===== src/rtl/sink_enable_sequencer_pkg.sv =====
// Shared types and sizing for the sink enable sequencer.
// Optional feature macro used by the top and interface: SINK_SEQ_PERF_CNT_EN.
package sink_seq_pkg;

   localparam int NUM_STREAMS     = 4;
   localparam int CNT_W           = 16;
   localparam int MAX_OUTSTANDING = 2;
   localparam int CREDIT_W        = $clog2(MAX_OUTSTANDING + 1);

   typedef enum logic {
      IDLE  = 1'b0,
      ISSUE = 1'b1
   } state_t;

   typedef struct packed {
      logic [NUM_STREAMS-1:0] mask;
      logic [CNT_W-1:0]       count;
   } cmd_t;

endpackage


===== src/rtl/sink_enable_sequencer_if.sv =====
// Command, enable-fork and status signals of the sink enable sequencer.
// stall_cycles exists only when SINK_SEQ_PERF_CNT_EN is defined.
interface sink_enable_sequencer_if;
   import sink_seq_pkg::*;

   // Handshakes: a transfer happens on a rising clk edge where valid && ready;
   // a raised valid holds, with stable data, until its transfer.
   logic                   cmd_valid;
   logic                   cmd_ready;
   logic [NUM_STREAMS-1:0] cmd_mask;
   logic [CNT_W-1:0]       cmd_count;
   logic                   flush;
   logic [NUM_STREAMS-1:0] en_valid;
   logic [NUM_STREAMS-1:0] en_ready;
   logic [NUM_STREAMS-1:0] en_data;
   logic [NUM_STREAMS-1:0] done;
   logic                   busy;
   logic                   err_underflow;
   logic [31:0]            epochs_issued;
`ifdef SINK_SEQ_PERF_CNT_EN
   logic [31:0]            stall_cycles;
`endif

   modport master (
      output cmd_valid, cmd_mask, cmd_count, flush, en_ready, done,
`ifdef SINK_SEQ_PERF_CNT_EN
      input  stall_cycles,
`endif
      input  cmd_ready, en_valid, en_data, busy, err_underflow, epochs_issued
   );

   modport slave (
      input  cmd_valid, cmd_mask, cmd_count, flush, en_ready, done,
`ifdef SINK_SEQ_PERF_CNT_EN
      output stall_cycles,
`endif
      output cmd_ready, en_valid, en_data, busy, err_underflow, epochs_issued
   );

endinterface


===== src/rtl/sink_enable_sequencer_credit_counter.sv =====
// Per-sink count of issued-but-unfinished epochs; saturates at zero and flags underflow.
module sink_credit_counter
   import sink_seq_pkg::*;
(
   input  logic clk,
   input  logic rst,
   input  logic inc,
   input  logic dec,
   output logic full,
   output logic empty,
   output logic underflow
);

   logic [CREDIT_W-1:0] cnt_q, cnt_d;

   // inc is only ever raised while not full, so the count cannot overflow.
   always_comb begin
      cnt_d     = cnt_q;
      underflow = 1'b0;
      if (inc && !dec) begin
         cnt_d = cnt_q + 1'b1;
      end else if (dec && !inc) begin
         if (cnt_q == '0) begin
            underflow = 1'b1;
         end else begin
            cnt_d = cnt_q - 1'b1;
         end
      end
   end

   always_ff @(posedge clk or posedge rst) begin
      if (rst) begin
         cnt_q <= '0;
      end else begin
         cnt_q <= cnt_d;
      end
   end

   assign full  = (cnt_q == CREDIT_W'(MAX_OUTSTANDING));
   assign empty = (cnt_q == '0);

endmodule


===== src/rtl/sink_enable_sequencer.sv =====
// Broadcasts a latched enable mask to every sink, count times, with forked handshakes
// and per-sink credits. SINK_SEQ_PERF_CNT_EN adds the stall_cycles counter.
module sink_enable_sequencer
   import sink_seq_pkg::*;
(
   input  logic                    clk,
   input  logic                    rst,
   sink_enable_sequencer_if.slave  bus
);

   state_t                 state_q, state_d;
   logic [NUM_STREAMS-1:0] acked_q, acked_d;
   logic [NUM_STREAMS-1:0] en_data_q, en_data_d;
   logic [CNT_W-1:0]       remaining_q, remaining_d;
   logic [31:0]            epochs_q, epochs_d;
   logic                   err_q, err_d;

   logic [NUM_STREAMS-1:0] full, empty, underflow;
   logic [NUM_STREAMS-1:0] en_valid, hs, acked_all;
   logic                   cmd_acc, retire;
   logic [CNT_W-1:0]       rem_eff;
   cmd_t                   cmd;

   assign cmd       = '{mask: bus.cmd_mask, count: bus.cmd_count};
   assign en_valid  = (state_q == ISSUE) ? (~acked_q & ~full) : '0;
   assign hs        = en_valid & bus.en_ready;
   assign acked_all = acked_q | hs;
   assign cmd_acc   = (state_q == IDLE) && bus.cmd_valid;
   assign retire    = (state_q == ISSUE) && (&acked_all);
   // flush shrinks the job to the word already in flight.
   assign rem_eff   = bus.flush ? CNT_W'(1) : remaining_q;

   for (genvar i = 0; i < NUM_STREAMS; i++) begin : g_credit
      sink_credit_counter u_credit (
         .clk       (clk),
         .rst       (rst),
         .inc       (hs[i]),
         .dec       (bus.done[i]),
         .full      (full[i]),
         .empty     (empty[i]),
         .underflow (underflow[i])
      );
   end

   always_comb begin
      state_d     = state_q;
      acked_d     = acked_q;
      en_data_d   = en_data_q;
      remaining_d = remaining_q;
      epochs_d    = epochs_q;
      err_d       = err_q | (|underflow);
      case (state_q)
         IDLE: begin
            if (cmd_acc) begin
               en_data_d   = cmd.mask;
               remaining_d = cmd.count;
               acked_d     = '0;
               if (cmd.count != '0) begin
                  state_d = ISSUE;
               end
            end
         end
         ISSUE: begin
            if (retire) begin
               acked_d     = '0;
               epochs_d    = epochs_q + 32'd1;
               remaining_d = rem_eff - 1'b1;
               if (rem_eff == CNT_W'(1)) begin
                  state_d = IDLE;
               end
            end else begin
               acked_d     = acked_all;
               remaining_d = rem_eff;
            end
         end
         default: state_d = IDLE;
      endcase
   end

   always_ff @(posedge clk or posedge rst) begin
      if (rst) begin
         state_q     <= IDLE;
         acked_q     <= '0;
         en_data_q   <= '0;
         remaining_q <= '0;
         epochs_q    <= '0;
         err_q       <= 1'b0;
      end else begin
         state_q     <= state_d;
         acked_q     <= acked_d;
         en_data_q   <= en_data_d;
         remaining_q <= remaining_d;
         epochs_q    <= epochs_d;
         err_q       <= err_d;
      end
   end

   assign bus.cmd_ready     = (state_q == IDLE);
   assign bus.en_valid      = en_valid;
   assign bus.en_data       = en_data_q;
   assign bus.busy          = (state_q != IDLE) || !(&empty);
   assign bus.err_underflow = err_q;
   assign bus.epochs_issued = epochs_q;

`ifdef SINK_SEQ_PERF_CNT_EN
   logic [31:0] stall_q, stall_d;

   // A stall is any pending sink that is either out of credit or not ready.
   always_comb begin
      stall_d = stall_q;
      if (cmd_acc) begin
         stall_d = '0;
      end else if ((state_q == ISSUE) &&
                   ((|(~acked_q & ~en_valid)) || (|(en_valid & ~bus.en_ready)))) begin
         stall_d = stall_q + 32'd1;
      end
   end

   always_ff @(posedge clk or posedge rst) begin
      if (rst) begin
         stall_q <= '0;
      end else begin
         stall_q <= stall_d;
      end
   end

   assign bus.stall_cycles = stall_q;
`endif

endmodule


===== src/flat_wrapper.sv =====
// flat-port wrapper written by rule: the top's interface ports become plain ports
module sink_enable_sequencer_flat import sink_seq_pkg::*;
  (clk, rst, bus_cmd_valid, bus_cmd_mask, bus_cmd_count, bus_flush, bus_en_ready, bus_done, bus_cmd_ready, bus_en_valid, bus_en_data, bus_busy, bus_err_underflow, bus_epochs_issued);
  sink_enable_sequencer_if bus_i ();
  input  logic clk;
  input  logic rst;
  input wire logic [$bits(bus_i.cmd_valid)-1:0] bus_cmd_valid;
  input wire logic [$bits(bus_i.cmd_mask)-1:0] bus_cmd_mask;
  input wire logic [$bits(bus_i.cmd_count)-1:0] bus_cmd_count;
  input wire logic [$bits(bus_i.flush)-1:0] bus_flush;
  input wire logic [$bits(bus_i.en_ready)-1:0] bus_en_ready;
  input wire logic [$bits(bus_i.done)-1:0] bus_done;
  output wire logic [$bits(bus_i.cmd_ready)-1:0] bus_cmd_ready;
  output wire logic [$bits(bus_i.en_valid)-1:0] bus_en_valid;
  output wire logic [$bits(bus_i.en_data)-1:0] bus_en_data;
  output wire logic [$bits(bus_i.busy)-1:0] bus_busy;
  output wire logic [$bits(bus_i.err_underflow)-1:0] bus_err_underflow;
  output wire logic [$bits(bus_i.epochs_issued)-1:0] bus_epochs_issued;
  assign bus_i.cmd_valid = bus_cmd_valid;
  assign bus_i.cmd_mask = bus_cmd_mask;
  assign bus_i.cmd_count = bus_cmd_count;
  assign bus_i.flush = bus_flush;
  assign bus_i.en_ready = bus_en_ready;
  assign bus_i.done = bus_done;
  assign bus_cmd_ready = bus_i.cmd_ready;
  assign bus_en_valid = bus_i.en_valid;
  assign bus_en_data = bus_i.en_data;
  assign bus_busy = bus_i.busy;
  assign bus_err_underflow = bus_i.err_underflow;
  assign bus_epochs_issued = bus_i.epochs_issued;
  sink_enable_sequencer u_core (.clk(clk), .rst(rst), .bus(bus_i));
endmodule

===== config.mk =====
export PLATFORM = sky130hd
export DESIGN_NAME = sink_enable_sequencer_flat
export DESIGN_NICKNAME = d
export VERILOG_FILES = /design/src/rtl/sink_enable_sequencer_pkg.sv /design/src/rtl/sink_enable_sequencer_if.sv /design/src/rtl/sink_enable_sequencer_credit_counter.sv /design/src/rtl/sink_enable_sequencer.sv /design/src/flat_wrapper.sv
export SDC_FILE = /design/constraint.sdc
export NUM_CORES = 1
export LEC_CHECK = 0
export ABC_AREA = 0
export CAP_MARGIN = 10
export CORE_MARGIN = 1.5
export CORE_UTILIZATION = 40
export DETAILED_ROUTE_END_ITERATION = 8
export PLACE_DENSITY = 0.67
export SLEW_MARGIN = 20
export SYNTH_ARGS = -nofsm -noshare
export SYNTH_HDL_FRONTEND = slang
export SYNTH_SLANG_ARGS = --single-unit

===== constraint.sdc =====
create_clock -name clk -period 2.5 [get_ports clk]
set_input_delay 0.75 -clock clk [delete_from_list [all_inputs] [get_ports clk]]
set_output_delay 0.75 -clock clk [all_outputs]
set_load 0.02 [all_outputs]

==> impl_metrics.toml <==
[logic_synthesis]
syn_area_per_cell_um2 = 9.557
synth_top_area_share_pct = 44.31
ys.flop_type = "dfrtp_1"
synthCells = 390
ys_ff_latch = 66
synthTopCellsByArea = "dfrtp_1, nand2_1, xnor2_1"
yosysSeqAreaShare_pct = 44.31
ys_types = 54
yosys.area.top_type = "dfrtp_1"
async_flop_share_pct = 100.0
syn_nets = 433
yosysWarnings = 0
synth-edff-count = 0
netlist_area_um2 = 3727

[cells_and_area]
area_growth_pct = 34.78
antenna_cells = 0
drive_above_1_share_pct = 14.03
fill_cells = 816
postLayoutCoreUtil_pct = 54.89
fin_nets = 544

[cts]
path_clk_slew_ns = 0.07
clkSinkCount = 66
cts_setup_buffers = 0
clkLatencyLatePin_ns = 0.35
ctsHtreeMaxLevel = 3
cts_tree = "done"
clock_tree.root_cell = "clkbuf_8"
cts-buffers-inserted = 9
clock_tree.buffer_depth = 2
cts_hold_buf = 0

[worst_setup_path]
cpMaxStageDelayCell = "clkdlybuf4s50_1"
crit_type = "in2reg"
reg2reg_slack_ns = 0.35
cp.arrival_ns = 2.61
timing.rr.start = "u_core.state_q"
r2r_end = "u_core.remaining_q[7]"
cp_cell_sequence = "clkdlybuf4s50_1 > a31oi_4 > nor4_4 > buf_4 > nand2_1 > o311a_1 > a211o_1"
start_kind = "input port"
cpPeakStageDelay_ns = 0.52
path_max_fanout = 8
critPathRequiredTime_ns = 2.73
endpoint_kind = "flip-flop"
reg2reg_depth = 9

[outcome]
status = "finished, final reports clean"

[routing]
first_pass_iters = 5
route.detailed.drc = 0
drt_wl_total_um = 9246
routed-via-count = 3321
via_per_inst = 5.382
ant_nets = 0
wire_per_inst_um = 14.99
drtIter0Drc = 212

[global_routing]
grt_usage_pct = 19.42
grt_max_degree = 67
overflow = 0
grt_pass1_wl_um = 15240
antenna_found_initial = 0
grt_pass1_vias = 3196

[sta]
hold_violations = 0
period_share_pct = 95.26
rsz0062_at_grt = "false"
fin_crit_ns = 2.382
setup_viol = 0
finClkSkew_ns = 0.01325
slew_headroom_pct = 60.52
slew_violations = 0
tightest_slew_ns = 0.5900
fmax_mhz = 419.9
whs_ns = 0.4716

[floorplan]
die-area_um2 = 9906
num_rows = 35
die_width_um = 99.53
initial_core_util_pct = 40.72
die_y_um = 99.53
core_area_um2 = 9153
num_io_pins = 75

[min_path]
hold_class = "reg2reg"
hold_path_depth = 1
hold-path-endpoint = "u_core.bus.epochs_issued[31]"
min-delay-start = "u_core.bus.epochs_issued[31]"

[run]
cap_violations = 0

[power_and_ir_drop]
fin_total_pwr_w = 0.004558
p_leak_nw = 2.368
powerDensity_nw_per_um2 = 907.4
vdd_drop_max_mv = 0.4143

[place]
numPortBuffers = 74
globalplace.congestion = 0.9115
hpwl_um = 6786
-- layout make-up --
cell class                      instances  area [um2]  area share, %
Clock buffer                           10       137.6          2.740
Timing Repair Buffer                  109        1013          20.17
Sequential cell                        66        1652          32.88
Inverter                               23       86.33          1.719
Tap cell                              111       138.9          2.765
Clock inverter                          6       40.04         0.7970
Multi-Input combinational cell        292        1956          38.93
-- layer usage --
metal / global-route usage [%] / share of wire, %
met5: 0 / 0
met4: 6.501 / 1.1
met3: 5.622 / 5.6
met2: 31.03 / 46
met1: 25.37 / 47
-- registers in the layout, indices dropped and copies added (netlist names) --
register / flops
u_core.bus.err_underflow: 1
u_core.g_credit.u_credit.cnt_q: 8
u_core.bus.epochs_issued: 32
u_core.bus.en_data: 4
u_core.state_q: 1
u_core.acked_q: 4
u_core.remaining_q: 16
-- cells in the mapped netlist (2+ instances only) --
library cell,n
a21o_1,3
a21oi_1,8
a221o_1,3
a22o_1,2
a22oi_1,2
a31o_2,2
a31oi_1,4
a31oi_2,2
and2_1,5
and3_1,14
and4_1,2
buf_4,2
clkbuf_1,6
dfrtp_1,66
ha_1,11
inv_1,22
mux2_2,4
mux2i_1,10
nand2_1,49
nand2b_1,4
nand3_1,21
nand3b_1,3
nand4_1,8
nor2_1,33
nor2b_1,5
nor3_1,9
nor3b_1,2
nor4_1,7
nor4_4,2
nor4b_1,2
o211ai_1,3
o21ai_0,15
o21bai_1,2
o22ai_1,4
o32ai_1,3
or3_1,2
xnor2_1,18
xor2_1,14
-- worst max-delay path, delay by kind of cell --
kind                   cells  cell delay [ns]
buffers and inverters      2             0.74
AO/OA/AOI/OAI              3             0.66
AND/OR/NAND/NOR            2             0.46
-- cells by family after synthesis --
kind of cell / share of synthesized area, %
adder cells (fa/ha/maj): 3.692
AO/OA/AOI/OAI: 12.66
buffers and inverters: 3.457
flip-flops: 44.31
AND/OR/NAND/NOR: 24.47
multiplexers: 3.894
XOR/XNOR: 7.519
-- how the worst max path moves through the flow --
stage / depth (start not counted) / end / start
finish: 7 / u_core.remaining_q[5] / bus_en_ready[1]
global route: 9 / u_core.remaining_q[9] / bus_flush
CTS: 7 / u_core.remaining_q[5] / bus_en_ready[3]
detailed placement: 7 / u_core.remaining_q[14] / bus_en_ready[1]
global placement: 7 / u_core.remaining_q[5] / bus_en_ready[3]
floorplan: 1 / u_core.acked_q[0] / rst
-- through the flow --
stage	TNS (ns)	cells	area (um2)	worst slack [ns]
after floorplan	0	390	3727	0.09519
after global placement	-3.699	601	4840	-0.2383
after detailed placement	-4.435	601	4840	-0.2473
after CTS	0	617	5021	0.1128
after global routing	0	617	5024	0.03554
final	0	617	5024	0.1184
-- where the power goes --
group | total [W] | leakage [nW] | internal, W | switching [W]
Combinational | 0.00213 | 1.41 | 0.000995 | 0.00113
Sequential | 0.00161 | 0.867 | 0.00131 | 0.000295
Clock | 0.000825 | 0.0924 | 0.000386 | 0.000439
-- cells in the final DEF, fill, tap and decap left out, types with 3 or more instances in the layout --
cell,n
o32ai_1,3
dfrtp_1,66
buf_4,33
nand2_1,49
mux2i_1,10
o21ai_0,15
and2_1,5
xor2_1,14
xnor2_1,18
dlygate4sd2_1,5
nor3_1,9
nand3_1,21
a31oi_1,4
clkbuf_8,10
and3_1,14
inv_1,21
ha_1,11
a21o_1,3
nor4_1,6
o22ai_1,4
clkinv_2,3
a221o_1,3
nand4_1,8
nand2b_1,4
mux2_2,4
nor2_1,32
a21oi_1,8
clkdlybuf4s50_1,69
o211ai_1,3
nor2b_1,5
nand3b_1,3
-- what timing repair did --
action	in CTS	in global routing
resized for setup	7	1
endpoints found under the setup margin	5	1
hold endpoints to repair	0	0
No activity file was read; power rests on OpenSTA's default activity.
